<file path="src/rtl/spike_tx_pkg.sv">
// Shared types and defaults for the spike PISO transmitter.
// The optional counter mode is selected by the SPIKE_COUNT_EN macro.
package spike_tx_pkg;

  typedef enum logic {
    IDLE = 1'b0,
    SEND = 1'b1
  } state_t;

  localparam int DEFAULT_N_OUT    = 10;
  localparam int DEFAULT_CHUNK    = 2;
  localparam int DEFAULT_CNT_BITS = 8;

  // Payload is zero-padded in the MSBs up to a whole number of chunks.
  function automatic int frame_chunks(input int payload_bits, input int chunk);
    return (payload_bits + chunk - 1) / chunk;
  endfunction

endpackage

</file>
<file path="src/rtl/sat_counter.sv">
// Saturating spike counter; snap_o is the value including this cycle's increment.
module sat_counter #(
  parameter int CNT_BITS = 8
) (
  input  logic                clk,
  input  logic                reset,
  input  logic                inc,
  input  logic                clr,
  output logic [CNT_BITS-1:0] snap_o
);

  logic [CNT_BITS-1:0] count_q;

  always_comb begin
    snap_o = count_q;
    if (inc && (count_q != {CNT_BITS{1'b1}})) begin
      snap_o = count_q + 1'b1;
    end
  end

  // Clear wins over increment: that increment already went into the snapshot.
  always_ff @(posedge clk) begin
    if (reset || clr) begin
      count_q <= '0;
    end else begin
      count_q <= snap_o;
    end
  end

endmodule

</file>
<file path="src/rtl/spike_piso_tx.sv">
// Parallel-in serial-out framer for output-layer spikes with valid/ready handshake.
// Define SPIKE_COUNT_EN to send per-neuron spike counts instead of the raw spike vector.
module spike_piso_tx
  import spike_tx_pkg::*;
#(
  parameter int N_OUT    = DEFAULT_N_OUT,
  parameter int CHUNK    = DEFAULT_CHUNK,
  parameter int CNT_BITS = DEFAULT_CNT_BITS
) (
  input  logic             clk,
  input  logic             reset,
  input  logic [N_OUT-1:0] spikes_i,
  input  logic             accumulate_i,
  input  logic             capture_i,
  output logic [CHUNK-1:0] data_o,
  output logic             valid_o,
  input  logic             ready_i,
  output logic             sof_o,
  output logic             eof_o,
  output logic             busy_o,
  output logic             overrun_o
);

`ifdef SPIKE_COUNT_EN
  localparam int PAYLOAD_W = N_OUT * CNT_BITS;
`else
  localparam int PAYLOAD_W = N_OUT;
`endif
  localparam int FRAME_CHUNKS = frame_chunks(PAYLOAD_W, CHUNK);
  localparam int SR_W         = FRAME_CHUNKS * CHUNK;
  localparam int RW           = $clog2(FRAME_CHUNKS + 1);
  localparam logic [RW-1:0] RELOAD = RW'(FRAME_CHUNKS);
  localparam logic [RW-1:0] LAST   = RW'(1);

  state_t               state_q, state_d;
  logic [SR_W-1:0]      shift_q;
  logic [RW-1:0]        rem_q;
  logic [PAYLOAD_W-1:0] payload;
  logic                 handshake, last_hs, load;
  logic                 overrun_q;

  assign handshake = (state_q == SEND) && ready_i;
  assign last_hs   = handshake && (rem_q == LAST);
  assign load      = capture_i && ((state_q == IDLE) || last_hs);

`ifdef SPIKE_COUNT_EN
  for (genvar k = 0; k < N_OUT; k++) begin : g_cnt
    sat_counter #(
      .CNT_BITS(CNT_BITS)
    ) u_cnt (
      .clk    (clk),
      .reset  (reset),
      .inc    (accumulate_i && spikes_i[k]),
      .clr    (load),
      .snap_o (payload[k*CNT_BITS +: CNT_BITS])
    );
  end
`else
  logic unused_cfg;
  assign payload    = spikes_i;
  assign unused_cfg = accumulate_i ^ (CNT_BITS == 0);
`endif

  always_ff @(posedge clk) begin
    if (reset) begin
      state_q <= IDLE;
    end else begin
      state_q <= state_d;
    end
  end

  always_comb begin
    state_d = state_q;
    case (state_q)
      IDLE: if (capture_i) state_d = SEND;
      SEND: if (last_hs && !capture_i) state_d = IDLE;
      default: state_d = IDLE;
    endcase
  end

  // A reload on the final handshake replaces the shift, giving back-to-back frames.
  always_ff @(posedge clk) begin
    if (reset) begin
      shift_q   <= '0;
      rem_q     <= '0;
      overrun_q <= 1'b0;
    end else begin
      if (load) begin
        shift_q <= SR_W'(payload);
        rem_q   <= RELOAD;
      end else if (handshake) begin
        shift_q <= shift_q >> CHUNK;
        rem_q   <= rem_q - 1'b1;
      end
      if (capture_i && (state_q == SEND) && !last_hs) begin
        overrun_q <= 1'b1;
      end
    end
  end

  assign valid_o   = (state_q == SEND) && !reset;
  assign busy_o    = valid_o;
  assign data_o    = reset ? '0 : shift_q[CHUNK-1:0];
  assign sof_o     = valid_o && (rem_q == RELOAD);
  assign eof_o     = valid_o && (rem_q == LAST);
  assign overrun_o = overrun_q;

endmodule

</file>
<file path="config.mk">
export PLATFORM = sky130hd
export DESIGN_NAME = spike_piso_tx
export DESIGN_NICKNAME = d
export VERILOG_FILES = /design/src/rtl/spike_tx_pkg.sv /design/src/rtl/sat_counter.sv /design/src/rtl/spike_piso_tx.sv
export SDC_FILE = /design/constraint.sdc
export NUM_CORES = 1
export LEC_CHECK = 0
export ABC_AREA = 1
export CORE_UTILIZATION = 49
export DETAILED_ROUTE_END_ITERATION = 7
export GPL_TIMING_DRIVEN = 0
export PLACE_DENSITY = 0.82
export SYNTH_ARGS = -nofsm -noshare
export SYNTH_HDL_FRONTEND = slang
export SYNTH_HIERARCHICAL = 1
export SYNTH_SLANG_ARGS = --single-unit
export TNS_END_PERCENT = 30
</file>
<file path="constraint.sdc">
create_clock -name clk -period 2.5 [get_ports clk]
set_input_delay 0.5 -clock clk [delete_from_list [all_inputs] [get_ports clk]]
set_output_delay 0.5 -clock clk [all_outputs]
set_load 0.02 [all_outputs]
</file>
Word level (Yosys, flattened, before mapping)
Index checks and enable logic that the tools add are counted.

Add/sub/neg operators: 1. Eq/ne operators: 2. Multiplexer cells: 8. Bitwise operators: 1. Reductions and logical operators: 15.

Operator list (number): 10-bit two-way mux (2); 1-bit logical AND (9); 3-bit two-way mux (2); 3-bit by 1-bit equality test with 1-bit output (second input constant) (1); 3-bit equality test (second input constant) (1); 1-bit zero test (3); 3-bit by 1-bit subtractor with 3-bit output (second input constant) (1); 1-bit two-way mux (2); 2-bit two-way mux (1); 1-bit one-hot mux with 2 select lines (1); 2-bit nonzero test (1); 2-bit OR reduction (1); 1-bit logical OR (1); 1-bit inverter (1).

Register bits after elaboration: 15. Input bits: 15.

Depth between registers and ports, before layout
Depth in word-level cells: 5. Mapped depth: 9. Depth with buffers taken out: 8.

Least setup slack after synthesis
OpenSTA, ideal clock, no wires.

Path kind: input port to output port. Start point: in reset. End point: out eof_o. Arrival: 1603 ps. Data required time: 2000 ps. Slack: 397 ps. Stages on the path: 4. Buffers on the path: 1. Cell sequence: clkbuf_1 nor2_1 inv_1 nor3_1.

Word-level cells in the longest chain between the ends: 3.

RTL lines: from (decl) (RTL line spike_piso_tx.sv:11) `input logic reset,`; 1-bit zero test (RTL line spike_piso_tx.sv:101) `assign valid_o = (state_q == SEND) && !reset;`; 1-bit logical AND (RTL line spike_piso_tx.sv:101); via busy_o (RTL line spike_piso_tx.sv:20) `output logic busy_o,`; 1-bit logical AND (RTL line spike_piso_tx.sv:105) `assign eof_o = valid_o && (rem_q == LAST);`; to (decl) (RTL line spike_piso_tx.sv:19) `output logic eof_o,`.

The timed path passes the listed nets, and every way through them passes these cells.

Worst setup path in the final report
Start point: in reset. End point: out data_o[1].

Word-level cells in the longest chain between the ends: 1.

RTL lines: 2-bit two-way mux (RTL line spike_piso_tx.sv:103) `assign data_o = reset ? '0 : shift_q[CHUNK-1:0];`; to (decl) (RTL line spike_piso_tx.sv:15) `output logic [CHUNK-1:0] data_o,`.

Every way passes these cells.

==> reports/qor.yml <==
fmax_mhz: 422.5
routed_wl_um: 1571
wire_per_inst_um: 10.01
ctsResizeCount: 0
drtIter0Drc: 14
grt_pass1_wl_um: 2794
worst_pin_slew_ns: 0.5312
nNetsFinal: 159
synth_fp_nets: 135
drive_above_1_share: 0.06383
path_class: "in2out"
worst_hold_slack_ns: 0.4678
r2r-end: "shift_q[4]$_SDFFE_PP0P_"
die_w_um: 41.82
period_share: 0.9468
start_util: 0.5218
status: "complete, no violations"
ios: 22
cap_violations: 0
syn_area_per_cell_um2: 6.585
critPathMaxFanout: 10
port_buffers: 19
syn_to_final_growth_pct: 30.43
grt_max_degree: 11
post_synth_num_cell_types: 16
synth_seq_cells: 15
critPathLaunchType: "input pin"
rsz0062_at_grt: "no"
hold_path.class: "reg2reg"
period_needed_ns: 2.367
setup_viol: 0
core-area_um2: 1489
synth_warnings: 6
dr_total_vias: 753
yosysSeqAreaShare: 0.3865
cts.clk_slew.worst_paths_ns: 0.09
root_buffer: "clkbuf_4"
fillers: 130
irDropWorstVdd_v: 0.0003709
min_from: "shift_q[8]$_SDFFE_PP0P_"
die_area_um2: 1749
final_max_slew_viol_count: 0
grt.overflow.total: 0
leakage_nw: 0.4720
setup_tns_ns: 0
track_usage: 0.2075
reg2reg_setup_slack_ns: 1.13
fin_util: 0.6807
clock_path_buffers: 2
hold-path-cell-count: 2
post-cts-setup-buffers: 0
cp.arrival_ns: 1.87
drtAntennaViolNets: 0
skew_ns: 0.002379
n_antenna_cell: 0
cts_buffers: 3
crit_required_ns: 2.00
die_h_um: 41.82
postSynthCellCount: 118
worstSetupEndpointType: "primary output"
relSlewSlack: 0.6389
final_common_cell: "nand2_1"
cts_tree: "built"
ctsHoldBuffers: 0
antenna_found_initial: 0
ff2ff_path_depth: 7
place.gp.congestion: 0.7621
cts_max_level: 1
r2r_start: "rem_q[0]$_SDFFE_PP0P_"
syn_area_um2: 777.0
power.density_nw_per_um2: 524.5
worstSkewPairLatency_ns: 0.29
rows: 14
clock_sinks: 15
hold_violations: 0
grt_pass1_vias: 679
min_to: "shift_q[8]$_SDFFE_PP0P_"
dp_hpwl_um: 1149
final_cell_mix: "nand2_1, clkdlybuf4s50_1, inv_1"
drc: 0
drt_pass1_iterations: 4
via_per_inst: 4.796
## worst max-delay path, stage by stage
cell and delay, ns:
clkbuf_1 0.30, clkbuf_1 0.41, nor2_1 0.10, clkdlybuf4s50_1 0.55
## metrics by stage
step | setup slack (ns) | std cells | total power [W] | instance area [um2]
CTS | 0.1085 | 157 | 0.0005372 | 1013
global route | 0.01044 | 157 | 0.0005596 | 1013
global placement | 0.1124 | 153 | 0.0003929 | 987.2
floorplan | 0.3966 | 118 | 0.0003495 | 777.0
finish | 0.1329 | 157 | 0.0005316 | 1013
detailed placement | 0.1129 | 153 | 0.0003977 | 987.2
## registers in the layout, summed over array words and instances (netlist names)
signal	cells
shift_q	10
state_q	1
rem_q	3
overrun_o	1
## layer usage
| layer | GRT usage | wire length (um) | vias to the layer above |
|---|---|---|---|
| li1 | - | - | 408 |
| met1 | 0.2692 | 725 | 326 |
| met2 | 0.3281 | 766 | 15 |
| met3 | 0.04348 | 53 | 4 |
| met4 | 0.09677 | 25 | 0 |
| met5 | 0 | 0 | - |
## kinds of logic after synthesis
group | synth area share
buf+inv | 0.1385
flops | 0.3865
xor+xnor | 0.02255
fa+ha+maj | 0.03220
mux | 0.01771
simple gates | 0.3108
compound gates | 0.09179
## power breakdown
part	total [W]	leakage [nW]	switching, W	internal [W]
logic	0.000121	0.333	0.0000633	0.0000573
clock network	0.000140	0.0150	0.0000783	0.0000620
registers	0.000271	0.124	0.0000121	0.000259
total	0.000532	0.472	0.000154	0.000378
## cell usage after synthesis
library cell	instances	area [um2]
nand3b_1	1	7.510
mux2i_2	1	13.76
a31oi_1	1	6.260
inv_1	18	67.56
nand2_1	40	150.1
nor3_1	2	10.01
nor2_1	5	18.77
buf_2	2	10.01
dfxtp_1	15	300.3
buf_4	3	22.52
o21ai_0	1	5.000
a21oi_1	12	60.06
xor2_1	2	17.52
ha_1	2	25.02
nand3_1	11	55.05
clkbuf_1	2	7.510
## worst max-delay path by stage
stage	start	endpoint	depth (start not counted)
2_1_floorplan	reset	eof_o	4
3_3_place_gp	reset	data_o[1]	4
3_5_place_dp	reset	data_o[1]	4
4_1_cts	reset	data_o[1]	4
5_1_grt	reset	data_o[1]	4
6_report	reset	data_o[1]	4
## cell type report
class                           instances  area, um2  area share
Multi-Input combinational cell         78      369.1      0.3642
Sequential cell                        15      300.3      0.2963
Buffer                                  7      40.04     0.03951
Tap cell                               16      20.02     0.01975
Clock buffer                            4      26.28     0.02593
Timing Repair Buffer                   19      190.2      0.1877
Inverter                               18      67.56     0.06667
Power figures use the tool's default switching activity.
==> RTL change: new RTL, same settings <==
The package constant `DEFAULT_CHUNK` goes from 2 to 4.
--- a/src/rtl/spike_tx_pkg.sv
+++ b/src/rtl/spike_tx_pkg.sv
@@ -9,5 +9,5 @@
 
   localparam int DEFAULT_N_OUT    = 10;
-  localparam int DEFAULT_CHUNK    = 2;
+  localparam int DEFAULT_CHUNK    = 4;
   localparam int DEFAULT_CNT_BITS = 8;
 
Interface: changed (resized data_o); port bits go from 22 to 24. The function was not compared with the original's and may differ.
==> RTL change against the unedited design <==
Design area down 2.5%; critical path depth unchanged; power is 3.3% lower; count of clock-buffer cells in the layout shrank 1; area after synthesis down 5.8%; final cell count down 8.9%; wire length increased by 7.6%; sequential cell count decreased by 1; setup slack worse by 110 ps; utilization rose by 5.1 points.
==> RTL change: results (changes against the unedited design) <==
- Fill count: 120 (was 130)
- Layout cell share with drive strength beyond 1: 11.7% (was 6.38%)
- Crit path DAT: 1970 ps (was 1870 ps)
- Synth top cells by count: nand3_1, nor2_1, dfxtp_1 (was nand2_1, inv_1, dfxtp_1)
- Worst slack, placed: -226 ps (was 113 ps)
- Final Wtd Congestion: 0.787 (was 0.762)
- Mean post-synth cell area: 7.04 um^2 (was 6.58 um^2)
- Synth top area cells: dfxtp_1, nand3_1, nor2_1 (was dfxtp_1, nand2_1, inv_1)
- Seq/Total Area, Yosys: 38.3% (was 38.6%)
- First-iteration detailed-routing DRC count: 16 (was 14)
- Status: completed (unchanged)
- Distinct cells, synth: 18 (was 16)
- Max VDD drop: 324 uV (was 371 uV)
- DP Cell Count: 140 (was 153)
- Worst slew pin tran: 272 ps (was 531 ps)
- Number of global-route vias before repair: 601 (was 679)
- Nets: 147 (was 159)
- Multi-input combinational cell area: 365 um^2 (was 369 um^2)
- Detailed placement HPWL: 1180 um (was 1150 um)
- First-pass GRT wire length: 2460 um (was 2790 um)
- Internal: 0.359 mW (was 0.378 mW)
- Leakage: 0.487 nW (was 0.472 nW)
- Via count: 742 (was 753)
- Placed Area: 961 um^2 (was 987 um^2)
- Final WL: 1690 um (was 1570 um)
- Syn nets: 121 (was 135)
[RTL change: changes by cell type after synthesis, sizes merged, moves of 2 or more]
cell,unedited run,this run
nor2,5,16
and3,0,3
a21boi,0,4
nor3,2,0
nand3,11,16
a21oi,12,7
o21ai,1,8
nand2,40,15
xor2,2,0
inv,18,13
[RTL change: per-stage QoR]
step,hold slack [ps],setup TNS [ps]
2_1_floorplan,451,0
3_3_place_gp,438,-277
3_5_place_dp,442,-515
4_1_cts,459,0
5_1_grt,496,-105
6_report,457,0
[RTL change: power by group through the flow]
stage	clock network [mW]	registers (mW)	logic, mW
final	0.129	0.254	0.131
after global routing	0.137	0.256	0.145
after floorplan	0	0.257	0.0813
after detailed placement	0	0.259	0.131
after CTS	0.132	0.254	0.131
after global placement	0	0.258	0.128
[RTL change: metal layers]
| layer | track usage [%] | up-vias | wire length (um) |
|---|---|---|---|
| met5 | 0 | - | 0 |
| met4 | 12.5 | 0 | 23 |
| met3 | 3.26 | 4 | 69 |
| met2 | 38.9 | 27 | 812 |
| met1 | 27.4 | 327 | 786 |
| li1 | - | 384 | - |
[RTL change: cells by family after synthesis]
group | synth area share, %
AOI/OAI and AO/OA | 14.4
adders and majority gates | 3.42
buffers and inverters | 11.8
DFF | 38.3
and+or+nand+nor | 32.1
[RTL change: repair_timing]
item,CTS,global route
gates resized for setup,2,2
cloned,0,0
setup endpoints to repair,6,4
pin swaps,0,0
[RTL change: worst paths after layout]
path         startpoint          to  slack (ps)  cells after the start
min           overrun_o   overrun_o         460                      2
min reg2reg   overrun_o   overrun_o         460                      2
max               reset       sof_o          30                      4
max reg2reg    rem_q[1]  shift_q[2]        1120                      9
[RTL change: worst reg2reg max path, cell delays in order, from the launching register on]
cell,delay [ps]
dfxtp_1,370
inv_1,50
ha_1,180
nand2_1,70
nand2_2,110
buf_2,220
nand3_1,80
nand2_1,50
nor2_1,100
nor2_1,50
[RTL change: layout make-up]
class,instances,share of cell area [%]
plain buffers,6,3.92
clock buffers,3,2.28
inverters,13,4.94
multi-input cells,71,37.0
flip-flops and latches,14,28.4
well taps,15,1.90
repair buffers,21,21.6
